### config.mk
export PLATFORM = sky130hd
export DESIGN_NAME = reg_file
export DESIGN_NICKNAME = d
export VERILOG_FILES = /design/src/rtl/reg_file.sv
export SDC_FILE = /design/constraint.sdc
export NUM_CORES = 1
export LEC_CHECK = 0
export BUFFER_PORTS_ARGS = -buffer_cell sky130_fd_sc_hd__buf_2
export CORE_ASPECT_RATIO = 1.75
export CORE_MARGIN = 5
export CORE_UTILIZATION = 55
export CTS_CLUSTER_DIAMETER = 80
export CTS_CLUSTER_SIZE = 16
export DETAILED_ROUTE_END_ITERATION = 16
export PLACE_DENSITY = 0.78
export SETUP_SLACK_MARGIN = 0.2
export SYNTH_ARGS = -nofsm -noshare
export SYNTH_HDL_FRONTEND = slang
export SYNTH_SLANG_ARGS = --single-unit
### constraint.sdc
create_clock -name clk -period 6.9 [get_ports clk]
set_clock_uncertainty 0.15 [all_clocks]
set_input_delay 0.69 -clock clk [delete_from_list [all_inputs] [get_ports clk]]
set_output_delay 0.69 -clock clk [all_outputs]
set_load 0.005 [all_outputs]
### src/rtl/reg_file.sv
// reg_file: small general-purpose register file between decode and execute.
// Two zero-latency combinational read ports and one write port that updates on the
// rising clock edge. Reads never bypass a same-cycle write: the old value is visible
// until the edge that performs the write. Every register, including reg 0, is writable.
module reg_file #(
    parameter int unsigned DATA_WIDTH = 32,
    parameter int unsigned ADDR_WIDTH = 2
) (
    input  logic                  clk,
    input  logic                  reset,
    input  logic [ADDR_WIDTH-1:0] readreg1,
    input  logic [ADDR_WIDTH-1:0] readreg2,
    input  logic [ADDR_WIDTH-1:0] writeReg,
    input  logic [DATA_WIDTH-1:0] writeData,
    input  logic                  writeEnable,
    output logic [DATA_WIDTH-1:0] readData1,
    output logic [DATA_WIDTH-1:0] readData2
);

    localparam int unsigned NumRegs = 2 ** ADDR_WIDTH;

    logic [DATA_WIDTH-1:0] regs_q [NumRegs];
    logic [DATA_WIDTH-1:0] regs_d [NumRegs];

    // Next-state: hold every register, load the addressed one when writing.
    always_comb begin
        for (int i = 0; i < NumRegs; i++) begin
            regs_d[i] = regs_q[i];
            if (writeEnable && (writeReg == ADDR_WIDTH'(i))) begin
                regs_d[i] = writeData;
            end
        end
    end

    // State: async reset clears everything and blocks writes while it is held.
    always_ff @(posedge clk or posedge reset) begin
        if (reset) begin
            for (int i = 0; i < NumRegs; i++) begin
                regs_q[i] <= '0;
            end
        end else begin
            for (int i = 0; i < NumRegs; i++) begin
                regs_q[i] <= regs_d[i];
            end
        end
    end

    // Read ports: straight mux off the stored state, no write bypass.
    always_comb begin
        readData1 = regs_q[readreg1];
        readData2 = regs_q[readreg2];
    end

endmodule

==> results.txt <==
1st-pass router iterations = 4
NumNets Final = 494
Top-area cell type share of the netlist area = 50.90%
Hold Path Class = in2async
Post-synthesis cell type with the largest combined area = dfrtp_1
Hold buffers post-CTS = 0
Netlist cell types = 10
IR drop worst, VDD = 0.0002183 V
Critical path class = in2out
Hpwl dp = 8435 µm
CORE AREA = 0.01117 mm²
Synth Instances = 353
CTS Buffer Depth = 2
Most instantiated library cell after synthesis = dfrtp_1
H-tree depth = 4
Post-CTS Resized = 0
Total GRT Usage = 21.56%
Area grow syn2layout = 17.42%
Crit path DAT = 2.29 ns
Worst R2R Start = regs_q[81]$_DFFE_PP0P_
Worst reg-to-reg setup slack = 5.94 ns
Post-synth EDFFs = 0
DRT antenna net count = 0
Top_reg_cell synth = dfrtp_1
Status = finished clean
Inserted Clock Buffers = 17
Flops & latches, synth = 128
FP Rows = 51
Postcts setup bufs = 0
Fmax achieved = 0.3198 GHz
Vias in the first global route = 4218
Congestion Overflow GR = 0
RSZ-0062 raised after global routing = false
Slew HR = 27.42%
Final setup violation count = 0
Startpoint Class = input pin
Top Registers = regs_q x128
Critical Path Source = readreg2[1]
Gpl congestion = 0.7159
TNS Setup = 0 ns
Hold Violations, Final = 0
Synthesized area = 0.006292 mm²
I/O pin total = 105
Die height = 151.5 µm
R2r worst-path depth = 1
1st-iter DRT viols = 139
Initial antenna violation count = 0
Seq/Total Area, Yosys = 50.90%
Final wirelength = 13840 µm
CTS root buffer = clkbuf_16
Top post-synthesis cells by area = dfrtp_1 51%, mux4_2 23%, mux2_2 23%, buf_4 1.4%, buf_2 1.3%
CP max FO = 32
Max Cap Viol = 0
DIE WIDTH = 90.86 µm
Clock sink count = 128
IO buf count = 104
Syn_nets = 394
First-pass GRT wire length = 22710 µm
Die area = 0.01376 mm²
Final Util = 66.16%
Antenna Cells = 0
YS warnings = 0
Worst R2R End = regs_q[81]$_DFFE_PP0P_
CTS tree = done
DR WL/cell = 23.18 µm
Worst-Skew Late Latency = 0.40 ns
Pin count of the biggest net entering global routing = 67
Number of flip-flops in the largest register = 128
Final Cycle Share = 45.32%
Via count = 3666
Worst EP required = 6.06 ns
CP endpoint kind = output port
Routed vias/inst = 6.141
CTS clk-pin slew, worst paths = 0.05 ns
Commonest cells post-synth = 128 x dfrtp_1, 126 x mux2_2, 64 x mux4_2
Share of cells above drive strength 1 = 70.54%
Worst Max-Slew Pin Slew = 1.089 ns
FFs w/ async S/R, synth = 100.0%
# DRC = 0
Slew Viols, Final = 0
Syn avg cell area = 17.83 µm²
Initial core utilization = 56.35%
Pleak = 0.003173 µW
Power per cell area = 307.4 mW/mm²
Final period demand of the worst path = 3.127 ns
Reg with most FFs = regs_q
[power by group]
part / switching, µW / total [µW] / internal, µW
combinational: 173 / 483 / 310
sequential: 102 / 997 / 896
clock: 298 / 791 / 493
total: 573 / 2270 / 1700
[layout make-up]
type                       instances  area [µm²]
fill                             774        3779
sequential                       128        3203
multi-input combinational        196        2927
timing repair buffer             109       558.0
clock buffer                      26       499.2
tap                              132       165.2
clock inverter                     5       30.03
inverter                           1       6.256
[cell families after synthesis]
logic type	share of synthesized area (%)
buffers and inverters	2.764
AND/OR/NAND/NOR	0.5168
flip-flops	50.90
multiplexers	45.81
[cell usage in the layout (no fill, tap or decap)]
cell	n
clkinvlp_4	2
nand3b_1	2
inv_4	1
clkbuf_8	4
mux2_1	2
mux4_2	64
clkinv_2	3
clkbuf_16	17
clkbuf_1	5
nand3_2	1
buf_2	104
nor3b_4	1
buf_4	5
mux2_2	126
dfrtp_1	128
[metal layers]
metal	vias to the layer above	wire (µm)	GRT usage (%)	part of all wire, %
met2	108	7626	37.55	55
li1	1586	-	-	-
met1	1964	5272	26.42	38
met3	8	819	5.978	5.9
met4	0	119	6.241	0.86
met5	-	0	0	0
[per-stage QoR]
stage               std cells  total power, µW  area, µm²  hold WS, ns  setup WS (ns)
floorplan                 353             1308       6292       0.3212          2.647
global placement          566             1465       6859       0.3338          3.732
detailed placement        566             1497       6859       0.3610          3.701
CTS                       597             2295       7388       0.3037          3.711
global route              597             2384       7388       0.3517          3.637
finish                    597             2271       7388       0.2794          3.773
[worst max-delay path by stage]
stage	cells past startpoint	end	slack [ns]
after floorplan	1	regs_q[0]$_DFFE_PP0P_	2.65
after global placement	3	readData1[14]	3.73
after detailed placement	3	readData1[14]	3.70
after CTS	3	readData1[14]	3.71
after global routing	3	readData1[14]	3.64
final	3	readData2[11]	3.77
[critical path, cell delays in order]
cell	delay [ns]
buf_2	0.80
mux4_2	0.62
buf_2	0.15
No activity file was read; power rests on OpenSTA's default activity.
